[src/rtl/cordic_vectoring.sv]
// rtl/cordic_vectoring.sv - iterative vectoring-mode CORDIC: (x, y) -> atan2 angle and gain-compensated magnitude
// Ports: clk, rst (sync active-low), start (one-cycle request, sampled in IDLE),
//        x_in/y_in (signed Q16.16, captured on accept),
//        angle_out (signed Q16.16 degrees, (-180, +180]), mag_out (Q16.16 magnitude),
//        busy (accept cycle until done), done (one-cycle result-valid pulse).
module cordic_vectoring #(
    parameter int WIDTH = 32,
    parameter int ITER  = 16
) (
    input  logic             clk,
    input  logic             rst,
    input  logic             start,
    input  logic [WIDTH-1:0] x_in,
    input  logic [WIDTH-1:0] y_in,
    output logic [WIDTH-1:0] angle_out,
    output logic [WIDTH-1:0] mag_out,
    output logic             busy,
    output logic             done
);
    localparam int DW = WIDTH + 2;
    localparam int PW = DW + 17;
    localparam logic signed [WIDTH-1:0] DEG180   = WIDTH'(11796480);
    localparam logic signed [WIDTH-1:0] DEG360   = WIDTH'(23592960);
    localparam logic signed [PW-1:0]    K_GAIN   = PW'(39797);
    localparam logic signed [PW-1:0]    MAG_MAX  = PW'((64'sd1 <<< (WIDTH-1)) - 64'sd1);
    localparam logic [3:0]              CNT_LAST = 4'(ITER-1);

    typedef enum logic [2:0] {S_IDLE, S_PRE, S_ITER, S_SCALE, S_DONE} state_t;

    state_t                  r_state;
    logic signed [DW-1:0]    r_x, r_y;
    logic signed [WIDTH-1:0] r_z;
    logic [3:0]              r_cnt;
    logic                    r_axis;
    logic [WIDTH-1:0]        r_mag;
    logic [WIDTH-1:0]        r_angle;
    logic [WIDTH-1:0]        r_mag_out;
    logic                    r_busy;
    logic                    r_done;

    logic signed [DW-1:0]    w_x_sh, w_y_sh;
    logic signed [PW-1:0]    w_prod, w_prod_sh;

    // atan(2^-i) in Q16.16 degrees, rounded to nearest
    function automatic logic signed [WIDTH-1:0] atan_tab(input logic [3:0] idx);
        logic [31:0] v;
        case (idx)
            4'd0:    v = 32'd2949120;
            4'd1:    v = 32'd1740967;
            4'd2:    v = 32'd919879;
            4'd3:    v = 32'd466945;
            4'd4:    v = 32'd234379;
            4'd5:    v = 32'd117304;
            4'd6:    v = 32'd58666;
            4'd7:    v = 32'd29335;
            4'd8:    v = 32'd14668;
            4'd9:    v = 32'd7334;
            4'd10:   v = 32'd3667;
            4'd11:   v = 32'd1833;
            4'd12:   v = 32'd917;
            4'd13:   v = 32'd458;
            4'd14:   v = 32'd229;
            default: v = 32'd115;
        endcase
        return WIDTH'(v);
    endfunction

    assign w_x_sh    = r_x >>> r_cnt;
    assign w_y_sh    = r_y >>> r_cnt;
    assign w_prod    = $signed({{17{r_x[DW-1]}}, r_x}) * K_GAIN;
    assign w_prod_sh = w_prod >>> 16;

    assign angle_out = r_angle;
    assign mag_out   = r_mag_out;
    assign busy      = r_busy;
    assign done      = r_done;

    always_ff @(posedge clk) begin
        if (!rst) begin
            r_state   <= S_IDLE;
            r_x       <= '0;
            r_y       <= '0;
            r_z       <= '0;
            r_cnt     <= '0;
            r_axis    <= 1'b0;
            r_mag     <= '0;
            r_angle   <= '0;
            r_mag_out <= '0;
            r_busy    <= 1'b0;
            r_done    <= 1'b0;
        end else begin
            case (r_state)
                S_IDLE: begin
                    r_done <= 1'b0;
                    r_busy <= 1'b0;
                    // a start seen during the done cycle still counts as "while busy"
                    if (start && !r_done) begin
                        r_x     <= {{2{x_in[WIDTH-1]}}, x_in};
                        r_y     <= {{2{y_in[WIDTH-1]}}, y_in};
                        r_busy  <= 1'b1;
                        r_state <= S_PRE;
                    end
                end
                S_PRE: begin
                    if (r_x[DW-1]) begin
                        r_x <= -r_x;
                        r_y <= -r_y;
                        r_z <= r_y[DW-1] ? -DEG180 : DEG180;
                    end else begin
                        r_z <= '0;
                    end
                    // On the x axis the angle is already exact (0 or +180); the
                    // micro-rotations still run so the magnitude gets the same gain,
                    // but z is frozen so it cannot drift (and 0/0 stays at 0).
                    r_axis  <= (r_y == '0);
                    r_cnt   <= '0;
                    r_state <= S_ITER;
                end
                S_ITER: begin
                    if (!r_y[DW-1]) begin
                        r_x <= r_x + w_y_sh;
                        r_y <= r_y - w_x_sh;
                        if (!r_axis) r_z <= r_z + atan_tab(r_cnt);
                    end else begin
                        r_x <= r_x - w_y_sh;
                        r_y <= r_y + w_x_sh;
                        if (!r_axis) r_z <= r_z - atan_tab(r_cnt);
                    end
                    r_cnt <= r_cnt + 4'd1;
                    if (r_cnt == CNT_LAST) r_state <= S_SCALE;
                end
                S_SCALE: begin
                    // x never decreases during vectoring, so only the top needs clamping
                    r_mag <= (w_prod_sh > MAG_MAX) ? MAG_MAX[WIDTH-1:0] : w_prod_sh[WIDTH-1:0];
                    // residual rotation error can push z just past +-180; fold back into (-180, +180]
                    if (r_z > DEG180)        r_z <= r_z - DEG360;
                    else if (r_z <= -DEG180) r_z <= r_z + DEG360;
                    r_state <= S_DONE;
                end
                S_DONE: begin
                    r_angle   <= r_z;
                    r_mag_out <= r_mag;
                    r_done    <= 1'b1;
                    r_state   <= S_IDLE;
                end
                default: r_state <= S_IDLE;
            endcase
        end
    end
endmodule

[config.mk]
export PLATFORM = sky130hd
export DESIGN_NAME = cordic_vectoring
export DESIGN_NICKNAME = d
export VERILOG_FILES = /design/src/rtl/cordic_vectoring.sv
export SDC_FILE = /design/constraint.sdc
export NUM_CORES = 2
export LEC_CHECK = 0
export CAP_MARGIN = 20
export CORE_MARGIN = 8
export CORE_UTILIZATION = 60
export CTS_BUF_LIST = sky130_fd_sc_hd__clkbuf_16
export CTS_CLUSTER_DIAMETER = 80
export DETAILED_ROUTE_END_ITERATION = 8
export PLACE_DENSITY = 0.91
export SYNTH_ARGS = -nofsm -noshare
export SYNTH_HDL_FRONTEND = slang
export SYNTH_SLANG_ARGS = --single-unit
[constraint.sdc]
create_clock -name clk -period 20.8 [get_ports clk]
set_input_delay 4.16 -clock clk [delete_from_list [all_inputs] [get_ports clk]]
set_output_delay 4.16 -clock clk [all_outputs]
set_load 0.01 [all_outputs]
Yosys cells after proc, flatten, opt, wreduce, memory -nomap -nowiden
Memories as Yosys holds them, arrays and structs flattened. A register that Yosys moved wholly into a read port is not among the register bits.
Index checks and enable logic that the tools add are counted.

storage, ports and cells
  register bits after elaboration = 206
  bits in read-only memories = 704
  bits of input ports = 67
  output and inout bits = 66
  word-level logic and storage cells = 88
  memories kept = 2

memory list
  memory            depth  width  read ports  clocked after Yosys merged registers in  wr ports  line  source
  (name not given)  16     22     1           1                                        0         47    case (idx)
  (name not given)  16     22     1           1                                        0         47

operators by class
  add/sub/neg operators = 11
  multiply operators = 1
  $lt $le $gt $ge = 3
  equality and inequality tests = 10
  shift-type cells = 2
  mux-type cells = 35
  reduce and logical (&&, ||, !) cells = 12

operators with widths
  kind                      count
  $mux W32                  16
  $mux W34                  6
  $pmux W34 S3              2
  $pmux W32 S3              1
  $add A34 B34 Y34          2
  $neg A34 Y34              2
  $sshr A34 B4 Y34          2
  $sub A34 B34 Y34          2
  $mul A34 B17 Y51 const B  1
  $gt A35 B32 Y1 const B    1
  $logic_not A34 Y1         1
  $add A32 B26 Y32 const B  1
  $add A32 B32 Y32          1
  $gt A32 B25 Y1 const B    1
  $le A32 B25 Y1 const B    1
  $sub A32 B26 Y32 const B  1
  $sub A32 B32 Y32          1
  $mux W4                   4
  $pmux W3 S4               1
  $ne A2 B2 Y1 const B      4
  $pmux W4 S2               1
  $eq A3 B2 Y1 const B      2
  $mux W3                   2
  $reduce_and A3 Y1         2
  other kinds (13)          16

Longest topological paths before layout
  depth in word-level cells = 8
  gate-level depth with buffers = 28
  depth with buffers taken out = 24

Worst setup path after synthesis
OpenSTA, ideal clock, no wires.

  path type = register -> register
  start = reg r_x[18]
  end = reg r_mag[10]
  setup time = 0.119 ns
  arrival = 6.515 ns
  required time = 20.681 ns
  slack = 14.166 ns
  cell stages (with the launch flop) = 25
  buffers on the path = 2
  period minus slack after synthesis = 6.634 ns
  path through = dfxtp_1 inv_1 ha_1 inv_1 fa_1 fa_1 inv_1 fa_1 fa_1 inv_1 fa_1 inv_1 ha_1 clkbuf_1 and3_1 and3_1 nand4_1 o22a_1 o211ai_1 a31oi_1 or2_2 a2111oi_0 o311ai_1 clkbuf_1 o221a_2

on the way
  cells in the longest elaborated chain, start to end = 3

ends and longest elaborated chain
  element                 line  source
  start, declared         31    logic signed [DW-1:0] r_x, r_y;
  start signal, assigned  98    r_x <= {{2{x_in[WIDTH-1]}}, x_in};
  start signal, assigned  106   r_x <= -r_x;
  start signal, assigned  121   r_x <= r_x + w_y_sh;
  $mul A34 B17 Y51 *      70    assign w_prod = $signed({{17{r_x[DW-1]}}, r_x}) * K_GAIN;
  $gt A35 B32 Y1          134   r_mag <= (w_prod_sh > MAG_MAX) ? MAG_MAX[WIDTH-1:0] : w_prod_sh[WIDTH-1:0];
  $mux W32 *              134
  end signal, assigned    134
  end, declared           35    logic [WIDTH-1:0] r_mag;

Every way passes the cells marked *; elsewhere a longest branch is shown, timed or not.
A chain may end at the register's enable or synchronous reset.

Final worst setup path
  start = reg r_x[8]
  end = reg r_mag[2]

The elaborated chain is that of the path after synthesis.

==> impl_metrics.ini <==
[timing]
fin_setup_tns_ns = 0
setup_violations = 0
hold_viol = 0
whs_ns = 0.454
fin_crit_ns = 8.16
worst_pin_slew_ns = 0.928
fmax_mhz = 123
postLayoutSetupSlackWorst_ns = 12.64
slew_headroom = 0.381
drv_slew = 0
fin_worst_skew_ns = 0.0215
period_share = 0.392
rsz0062_at_grt = false

[critical_path]
cp-end-kind = flop
cp.required_ns = 21.30
rr_worst_depth = 23
cp.arrival_ns = 8.65
crit_path_start_kind = flop
path_class = reg2reg
worstReg2RegStart = r_x[8]
startpoint = r_x[8]
worstPathMaxFanout = 31

[clock_network]
cts.sinks = 228
cts-root-buf = clkbuf_16
ctsResizeCount = 0
ctsHoldBuffers = 0
clk_path_buf_depth = 3
post_cts_buffers = 0
clk_pin_slew_ns = 0.06
clkLatencyLatePin_ns = 0.61
cts-buffers-inserted = 30
cts_tree = done
h-tree-depth = 1

[yosys]
yosysSeqAreaShare = 0.139
synth-simple-area-share = 0.137
syn_inst = 3941
yosys_warnings = 0
synth_edf_count = 0
post_synth_num_cell_types = 87
synthTopCellsByArea = fa_1 (16%), ha_1 (14%), dfxtp_1 (14%)
yosysTopAreaCellShare = 0.161
synth_xor_area_frac = 0.0636
async_flop_share = 0
ys.flop_type = dfxtp_1
synth-compound-area-share = 0.198
synthAdderAreaFrac = 0.304
synth_top_cell_by_area = fa_1
syn_nets = 4647
syn_area_per_cell_um2 = 8.33
syn-cell-area_um2 = 32800
ys_ff_latch = 228
muxShareOfSynthArea = 0.0727
synth_top_family_by_area = adder cells

[place]
gp_congestion = 0.997
port_buffers = 132
place_ws_ns = 12.86
dp_hpwl_mm = 73.2

[drt]
drt_first_pass_iters = 6
drt-total-wl_mm = 95.6
drtIter0Drc = 3803
viasPerCell = 6.44
drc = 0
detail-route-antenna-nets = 0
route.detailed.wl_per_inst_um = 20.5
vias = 30100

[run_status]
status = finished clean

[grt]
grt_pass1_wl_mm = 155
first_global_vias = 29100
overflow = 0
grt_max_degree = 80
grtUsageTotal = 0.297
antenna_found_initial = 0

[die]
dieArea_um2 = 62500
ioPinCount = 133
fp.dieH_um = 250
coreArea_um2 = 53900
rows = 85
die_x_um = 250
start_util = 0.609

[layout]
nets = 4656
final_common_cell = inv_1
drive_gt1_frac = 0.0614
final_cell_mix = inv_1 (541), nand2_1 (392), ha_1 (375)
diodes = 0
area_growth_pct = 8.46

[min_path]
hold_depth = 2
hp-class = reg2reg
hold_start = angle_out[8]

[flow_run]
maxCapViolCount = 0
==> final cells by class <==
class / instances / area, µm²
clock buffers: 30 / 751
clock inverters: 25 / 298
fillers: 4231 / 18300
inverters: 542 / 2040
multi-input cells: 2984 / 25500
flip-flops and latches: 228 / 4580
well taps: 696 / 871
repair buffers: 164 / 1580
==> worst paths after layout <==
| path | end | slack (ns) |
|---|---|---|
| worst max-delay path | r_mag[2] | 12.64 |
| worst max register to register | r_mag[2] | 12.64 |
| worst min register to register | angle_out[8] | 0.45 |
| worst min-delay path | angle_out[8] | 0.45 |
==> state kept, by name, indices dropped and copies added (netlist names), 3 cells and up, named ones only <==
name / flops
r_x: 34
r_y: 34
mag_out: 32
r_z: 32
r_state: 3
r_mag: 32
angle_out: 32
r_cnt: 4
==> through the flow <==
step	instances	area, µm²	util
CTS	4667	35600	0.660
finish	4669	35600	0.661
global placement	4612	34500	0.640
detailed placement	4612	34500	0.640
floorplan	3941	32800	-
global route	4669	35600	0.661
==> cell usage after synthesis, types with 13 or more instances <==
library cell	number
a211o_1	14
a211oi_1	16
a21o_1	86
a21oi_1	302
a221oi_1	68
a22oi_1	21
a31oi_1	44
and2_1	20
and3_1	41
buf_1	24
clkbuf_1	138
dfxtp_1	228
fa_1	264
ha_1	375
inv_1	541
mux2_2	26
mux2i_1	54
mux4_2	65
nand2_1	392
nand2b_1	31
nand3_1	59
nand4_1	29
nor2_1	220
nor2b_1	33
nor3_1	52
nor4_1	18
o211ai_1	24
o21a_1	28
o21ai_0	164
o21ai_1	13
o21bai_1	26
o221a_2	34
o22ai_1	28
o31ai_1	17
or3_1	18
or4_1	14
xnor2_1	158
xor2_1	78
==> cell families after synthesis <==
family                     count (synthesis)
DFF                                      228
muxes                                    153
adders and majority gates                639
buffers and inverters                    729
AOI/OAI and AO/OA                        986
xor gates and xnor gates                 237
and+or+nand+nor                          969
==> layer usage <==
metal	vias up	part of all wire	track usage
met1	14500	0.41	0.404
met3	245	0.096	0.0482
li1	13700	-	-
met2	1609	0.46	0.480
met4	0	0.036	0.0976
met5	-	0	0
==> worst max-delay path: stages (launching register included) <==
cell and delay (ns):
dfxtp_1 0.68, inv_1 0.21, ha_1 0.41, inv_1 0.08, fa_1 0.51, fa_1 0.53, inv_1 0.05, fa_1 0.46
fa_1 0.55, inv_1 0.06, fa_1 0.54, inv_1 0.04, ha_1 0.33, a21oi_1 0.22, o211ai_1 0.12, a221oi_1 0.58
o22a_1 0.44, o211ai_1 0.25, o21ai_1 0.39, o31ai_1 0.10, a2111oi_0 0.75, o311ai_4 0.14, buf_4 0.28, o221a_2 0.29
Power is not shown: default switching activity piles up to over one toggle a cycle in this logic, so the estimate is an artifact.
